## src/rtl/pwm_bank_if.sv

```systemverilog
// Control/observation bundle for pwm_bank: runtime duty/period writes in, PWM outputs out.
interface pwm_bank_if #(
  parameter int NUM_CH = 5,
  parameter int CNT_W  = 20,
  parameter int CH_W   = 4
);
  logic              enable;
  logic              duty_wr;
  logic [CH_W-1:0]   duty_ch;
  logic [CNT_W-1:0]  duty_val;
  logic              period_wr;
  logic [CNT_W-1:0]  period_val;
  logic [NUM_CH-1:0] pwm_out;
  logic              period_start;
  logic [CNT_W-1:0]  cnt_out;

  modport master (
    output enable, duty_wr, duty_ch, duty_val, period_wr, period_val,
    input  pwm_out, period_start, cnt_out
  );

  modport slave (
    input  enable, duty_wr, duty_ch, duty_val, period_wr, period_val,
    output pwm_out, period_start, cnt_out
  );
endinterface

```

## src/rtl/pwm_bank.sv

```systemverilog
// Multi-channel PWM with a shared period counter and double-buffered duty/period registers.
// Optional soft-start/soft-stop duty ramping is enabled by defining PWM_BANK_RAMP_EN.
module pwm_bank #(
  parameter int          NUM_CH         = 5,
  parameter int          CNT_W          = 20,
  parameter int unsigned PERIOD_DEFAULT = 999999,
  parameter int          CH_W           = 4
`ifdef PWM_BANK_RAMP_EN
  , parameter int unsigned RAMP_STEP    = 1000
`endif
) (
  input  logic      clk,
  input  logic      rst,
  pwm_bank_if.slave bus
);

  localparam logic [CNT_W-1:0] TERM_RST = CNT_W'(PERIOD_DEFAULT);

  logic [CNT_W-1:0]  cnt_q, cnt_d;
  logic [CNT_W-1:0]  term_act_q, term_act_d;
  logic [CNT_W-1:0]  term_pend_q, term_pend_d;
  logic [CNT_W-1:0]  duty_act_q  [NUM_CH];
  logic [CNT_W-1:0]  duty_act_d  [NUM_CH];
  logic [CNT_W-1:0]  duty_pend_q [NUM_CH];
  logic [CNT_W-1:0]  duty_pend_d [NUM_CH];
  logic [NUM_CH-1:0] pwm_q, pwm_d;
  logic              period_start_q, period_start_d;
  logic              run_q, run_d;
  logic              boundary;

  // A zero terminal count would mean a 1-cycle period; floor it at a 2-cycle period.
  function automatic logic [CNT_W-1:0] clamp_term(input logic [CNT_W-1:0] v);
    return (v == '0) ? CNT_W'(1) : v;
  endfunction

`ifdef PWM_BANK_RAMP_EN
  function automatic logic [CNT_W-1:0] ramp_duty(input logic [CNT_W-1:0] cur,
                                                 input logic [CNT_W-1:0] tgt);
    logic [CNT_W-1:0] step;
    step = CNT_W'(RAMP_STEP);
    if (tgt >= cur) return ((tgt - cur) > step) ? cur + step : tgt;
    else            return ((cur - tgt) > step) ? cur - step : tgt;
  endfunction
`endif

  always_comb begin
    // The first enabled cycle after a park or reset starts a fresh period.
    boundary       = bus.enable && (!run_q || (cnt_q == term_act_q));
    run_d          = bus.enable;
    period_start_d = boundary;

    if (!bus.enable || boundary) cnt_d = '0;
    else                         cnt_d = cnt_q + CNT_W'(1);

    term_act_d  = boundary ? term_pend_q : term_act_q;
    term_pend_d = bus.period_wr ? clamp_term(bus.period_val) : term_pend_q;

    pwm_d = '0;
    for (int i = 0; i < NUM_CH; i++) begin
      duty_pend_d[i] = (bus.duty_wr && (bus.duty_ch == CH_W'(i))) ? bus.duty_val
                                                                  : duty_pend_q[i];
`ifdef PWM_BANK_RAMP_EN
      duty_act_d[i]  = boundary ? ramp_duty(duty_act_q[i], duty_pend_q[i]) : duty_act_q[i];
`else
      duty_act_d[i]  = boundary ? duty_pend_q[i] : duty_act_q[i];
`endif
      pwm_d[i]       = bus.enable && (cnt_d < duty_act_d[i]);
    end
  end

  always_ff @(posedge clk) begin
    if (rst) begin
      cnt_q          <= '0;
      term_act_q     <= TERM_RST;
      term_pend_q    <= TERM_RST;
      pwm_q          <= '0;
      period_start_q <= 1'b0;
      run_q          <= 1'b0;
      for (int i = 0; i < NUM_CH; i++) begin
        duty_act_q[i]  <= '0;
        duty_pend_q[i] <= '0;
      end
    end else begin
      cnt_q          <= cnt_d;
      term_act_q     <= term_act_d;
      term_pend_q    <= term_pend_d;
      pwm_q          <= pwm_d;
      period_start_q <= period_start_d;
      run_q          <= run_d;
      for (int i = 0; i < NUM_CH; i++) begin
        duty_act_q[i]  <= duty_act_d[i];
        duty_pend_q[i] <= duty_pend_d[i];
      end
    end
  end

  assign bus.pwm_out      = pwm_q;
  assign bus.period_start = period_start_q;
  assign bus.cnt_out      = cnt_q;

endmodule

```

## src/flat_wrapper.sv

```systemverilog
// flat-port wrapper written by rule: the top's interface ports become plain ports
module pwm_bank_flat 
#(
  parameter int          NUM_CH         = 5,
  parameter int          CNT_W          = 20,
  parameter int unsigned PERIOD_DEFAULT = 999999,
  parameter int          CH_W           = 4

)
  (clk, rst, bus_enable, bus_duty_wr, bus_duty_ch, bus_duty_val, bus_period_wr, bus_period_val, bus_pwm_out, bus_period_start, bus_cnt_out);
  pwm_bank_if #(.NUM_CH(NUM_CH), .CNT_W(CNT_W), .CH_W(CH_W)) bus_i ();
  input  logic clk;
  input  logic rst;
  input wire logic [$bits(bus_i.enable)-1:0] bus_enable;
  input wire logic [$bits(bus_i.duty_wr)-1:0] bus_duty_wr;
  input wire logic [$bits(bus_i.duty_ch)-1:0] bus_duty_ch;
  input wire logic [$bits(bus_i.duty_val)-1:0] bus_duty_val;
  input wire logic [$bits(bus_i.period_wr)-1:0] bus_period_wr;
  input wire logic [$bits(bus_i.period_val)-1:0] bus_period_val;
  output wire logic [$bits(bus_i.pwm_out)-1:0] bus_pwm_out;
  output wire logic [$bits(bus_i.period_start)-1:0] bus_period_start;
  output wire logic [$bits(bus_i.cnt_out)-1:0] bus_cnt_out;
  assign bus_i.enable = bus_enable;
  assign bus_i.duty_wr = bus_duty_wr;
  assign bus_i.duty_ch = bus_duty_ch;
  assign bus_i.duty_val = bus_duty_val;
  assign bus_i.period_wr = bus_period_wr;
  assign bus_i.period_val = bus_period_val;
  assign bus_pwm_out = bus_i.pwm_out;
  assign bus_period_start = bus_i.period_start;
  assign bus_cnt_out = bus_i.cnt_out;
  pwm_bank #(.NUM_CH(NUM_CH), .CNT_W(CNT_W), .PERIOD_DEFAULT(PERIOD_DEFAULT), .CH_W(CH_W)) u_core (.clk(clk), .rst(rst), .bus(bus_i));
endmodule
```

## config.mk

```make
export PLATFORM = sky130hd
export DESIGN_NAME = pwm_bank_flat
export DESIGN_NICKNAME = d
export VERILOG_FILES = /design/src/rtl/pwm_bank_if.sv /design/src/rtl/pwm_bank.sv /design/src/flat_wrapper.sv
export SDC_FILE = /design/constraint.sdc
export NUM_CORES = 1
export LEC_CHECK = 0
export BUFFER_PORTS_ARGS = -buffer_cell sky130_fd_sc_hd__buf_4
export CELL_PAD_IN_SITES_DETAIL_PLACEMENT = 1
export CELL_PAD_IN_SITES_GLOBAL_PLACEMENT = 2
export CORE_MARGIN = 8
export CORE_UTILIZATION = 35
export DETAILED_ROUTE_END_ITERATION = 8
export GPL_TIMING_DRIVEN = 0
export PLACE_DENSITY = 0.77
export SETUP_SLACK_MARGIN = 0.5
export SLEW_MARGIN = 30
export SYNTH_ARGS = -nofsm -noshare
export SYNTH_HDL_FRONTEND = slang
export SYNTH_SLANG_ARGS = --single-unit
```

## constraint.sdc

```tcl
create_clock -name clk -period 4.6 [get_ports clk]
set_input_delay 0.46 -clock clk [delete_from_list [all_inputs] [get_ports clk]]
set_output_delay 0.46 -clock clk [all_outputs]
set_load 0.02 [all_outputs]
```

==> impl_metrics.json <==
{
  "status": "completed",
  "clk_pin_slew_ns": 0.06,
  "fp.dieW_um": 201,
  "final_area_mm2": 0.0143,
  "place_area_mm2": 0.0131,
  "die-area_mm2": 0.0403,
  "required_ns": 5.03,
  "arrival_ns": 4.48,
  "cap_violations": 0,
  "num_antenna_cells": 0,
  "num-fill-cells": 3939,
  "synth_edf_count": 0,
  "grt_antenna_before_repair": 0,
  "yosysTopAreaCell": "dfxtp_1",
  "finalNonFillerCells": 1941,
  "p_sw_w": 0.00123,
  "cts-buffers-inserted": 31,
  "synth_top_area_share_pct": 44.7,
  "nets": 1613,
  "comb_power_share_pct": 7.2,
  "p_per_area_mw_per_mm2": 360,
  "synth_cell_types": 48,
  "yosys_warnings": 0,
  "synth-seq-cells": 267,
  "ys_seq_area_share_pct": 44.7,
  "yosys_most_used_dff": "dfxtp_1",
  "drive_gt1_share_pct": 12.5,
  "cts.hold.buffers_added": 0,
  "drt_iter0_markers": 410,
  "finalClockSkew_ns": 0.0131,
  "peakVddDrop_mv": 0.300,
  "critPathMaxFanout": 10,
  "netlist_instances": 1361,
  "ys_top_cells_by_area": "dfxtp_1 45%, ha_1 9.5%, nand2_1 8.8%, mux2i_1 8.4%, a21oi_1 5.6%",
  "h-tree-depth": 1,
  "async_flop_share_pct": 0,
  "hold_viol": 0,
  "grt_max_degree": 16,
  "period_minus_slack_ns": 4.05,
  "synth.cell_area_mm2": 0.0120,
  "cts_buffer_depth": 3,
  "num_vias": 10100,
  "cts.sinks": 267,
  "post-route-period-util_pct": 88.0,
  "drcViolationCount": 0,
  "worst_pin_slew_ns": 0.787,
  "wirelength_um": 39700,
  "total_power_w": 0.00515,
  "clkPwrFrac_pct": 46.6,
  "power_frac_seq_pct": 46.2,
  "die_h_um": 201,
  "syn_avg_cell_area_um2": 8.79,
  "place.gp.congestion": 0.789,
  "clk_latency_ns": 0.56,
  "p_int_w": 0.00391,
  "viasPerCell": 5.21,
  "portBuffers": 72,
  "cts_root_buffer": "clkbuf_16",
  "drv_slew": 0,
  "power.leakage_nw": 5.90,
  "io_pins": 75,
  "grt_overflow_total": 0,
  "rsz0062_at_grt": "no",
  "first_global_vias": 10400,
  "tritoncts": "done",
  "path_class": "reg -> reg",
  "synth_nets": 1501,
  "grt_pass1_wl_um": 61300,
  "detailedPlacementHpwl_um": 29900,
  "globalRouteTotalUtil_pct": 19.1,
  "ant_nets": 0,
  "syn2layout_area_growth_pct": 19.4,
  "avgRoutedWirePerCell_um": 20.4,
  "min-delay-path-class": "in -> reg",
  "setup_viol": 0,
  "dp.cells": 1881,
  "p_sw_share_pct": 24.0,
  "core_area_mm2": 0.0336,
  "first_pass_iters": 5,
  "fmax_mhz": 247,
  "cp-end-kind": "flip-flop",
  "start_kind": "flip-flop",
  "start_util_pct": 35.6,
  "relSlewSlack_pct": 47.3,
  "num_rows": 67
}
==> worst max-delay path: stages (launching register included) <==
cell       delay (ns)
dfxtp_2          0.35
xnor2_1          0.28
nand4_1          0.20
nor3_4           0.32
buf_4            0.19
a31oi_4          0.12
buf_4            0.23
buf_4            0.23
mux2i_1          0.16
ha_1             0.32
nand3_1          0.21
nor4_4           0.36
and3_1           0.30
nand2_1          0.10
a221o_1          0.27
a2bb2oi_1        0.20
a211oi_2         0.05
==> per-stage QoR <==
| stage | setup slack, ns | hold WS [ns] | util [%] | TNS (ns) |
|---|---|---|---|---|
| after floorplan | 1.23 | 0.429 | - | 0 |
| after global placement | -0.456 | 0.443 | 38.9 | -0.632 |
| after detailed placement | -0.363 | 0.448 | 38.9 | -0.363 |
| after CTS | 0.489 | 0.0945 | 42.0 | 0 |
| after global routing | 0.428 | 0.104 | 42.5 | 0 |
| final | 0.554 | 0.117 | 42.5 | 0 |
==> synth_stat cells, types with 2 or more instances <==
master,number
and2_1,2
o31ai_1,2
o21a_1,5
xor2_1,12
buf_4,7
nand3b_1,13
inv_1,9
a21oi_1,134
a211oi_1,8
a31o_2,2
and3_1,6
o21ai_0,20
o221ai_1,2
or2_2,2
o211ai_1,4
xnor2_1,27
a221o_1,3
nand4_1,21
nand2b_1,5
nand2_1,279
a31oi_1,9
mux2i_1,100
nor2b_1,18
a21o_1,24
nor4bb_1,2
a2111oi_0,2
clkbuf_1,55
nor2_1,141
ha_1,91
dfxtp_1,267
nor4_1,8
nand3_1,13
a211o_1,9
buf_2,13
nor3_1,27
and4_1,7
==> final cells by class <==
| class | count | area [µm²] | share of cell area (%) |
|---|---|---|---|
| multi-input cells | 1010 | 6410 | 44.9 |
| flip-flops and latches | 267 | 5350 | 37.5 |
| clock buffers | 47 | 926 | 6.48 |
| repair buffers | 79 | 606 | 4.24 |
| well taps | 448 | 561 | 3.92 |
| plain buffers | 75 | 339 | 2.37 |
| clock inverters | 6 | 58.8 | 0.412 |
| inverters | 9 | 33.8 | 0.236 |
==> power groups by stage <==
stage / registers, W / clock network, W / logic (W)
after floorplan: 0.00242 / 0 / 0.000198
after global placement: 0.00243 / 0 / 0.000357
after detailed placement: 0.00243 / 0 / 0.000361
after CTS: 0.00238 / 0.00245 / 0.000365
after global routing: 0.00238 / 0.00256 / 0.000403
final: 0.00238 / 0.00240 / 0.000373
==> layout by cell type, fill, tap and decap left out, types with 16 or more instances in the layout <==
cell       Yosys  layout
nand2_1      279     278
dfxtp_1      267     262
a21oi_1      134     133
nor2_1       141     125
mux2i_1      100      99
ha_1          91      91
buf_4          7      84
clkbuf_1      55      62
clkbuf_16      0      31
nor3_1        27      27
xnor2_1       27      24
a21o_1        24      24
nand4_1       21      21
nor2b_1       18      18
o21ai_0       20      16
==> flip-flops by register name, summed over array words and instances (netlist names) <==
signal                   cells
u_core.term_pend_q          20
u_core.bus.cnt_out          20
u_core.duty_act_q          100
u_core.run_q                 1
u_core.bus.pwm_out           5
u_core.duty_pend_q         100
u_core.term_act_q           20
u_core.bus.period_start      1
==> kinds of logic (layout without fill, tap and decap cells) <==
group | count (synthesis) | count (layout) | share of synthesized area (%)
adders and majority gates | 91 | 91 | 9.52
buffers and inverters | 84 | 216 | 2.99
xor gates and xnor gates | 39 | 39 | 2.86
AOI/OAI and AO/OA | 232 | 232 | 11.7
muxes | 100 | 100 | 8.37
DFF | 267 | 267 | 44.7
and+or+nand+nor | 548 | 548 | 19.9
==> final timing paths <==
check                            to  cells past startpoint  slack [ns]              startpoint
max           u_core.bus.pwm_out[1]                     16        0.55  u_core.bus.cnt_out[15]
min          u_core.term_pend_q[17]                      2        0.12      bus_period_val[17]
max reg2reg   u_core.bus.pwm_out[1]                     16        0.55  u_core.bus.cnt_out[15]
min reg2reg    u_core.term_act_q[6]                      2        0.45   u_core.term_pend_q[6]
==> per-layer routing <==
layer  GRT usage (%)  vias to the layer above  part of all wire [%]
met5               0                        -                     0
met4            4.52                        0                   2.4
met3            2.24                       56                   2.6
met2            30.9                      135                    45
met1            26.9                     5015                    50
li1                -                     4913                     -
==> timing repair <==
action / 4_1_cts / 5_1_grt
endpoints found under the setup margin: 5 / 5
buffers inserted: 2 / 5
gates resized for setup: 23 / 28
pin swaps: 1 / 4
Note: power is estimated with default switching activity, not from simulation.
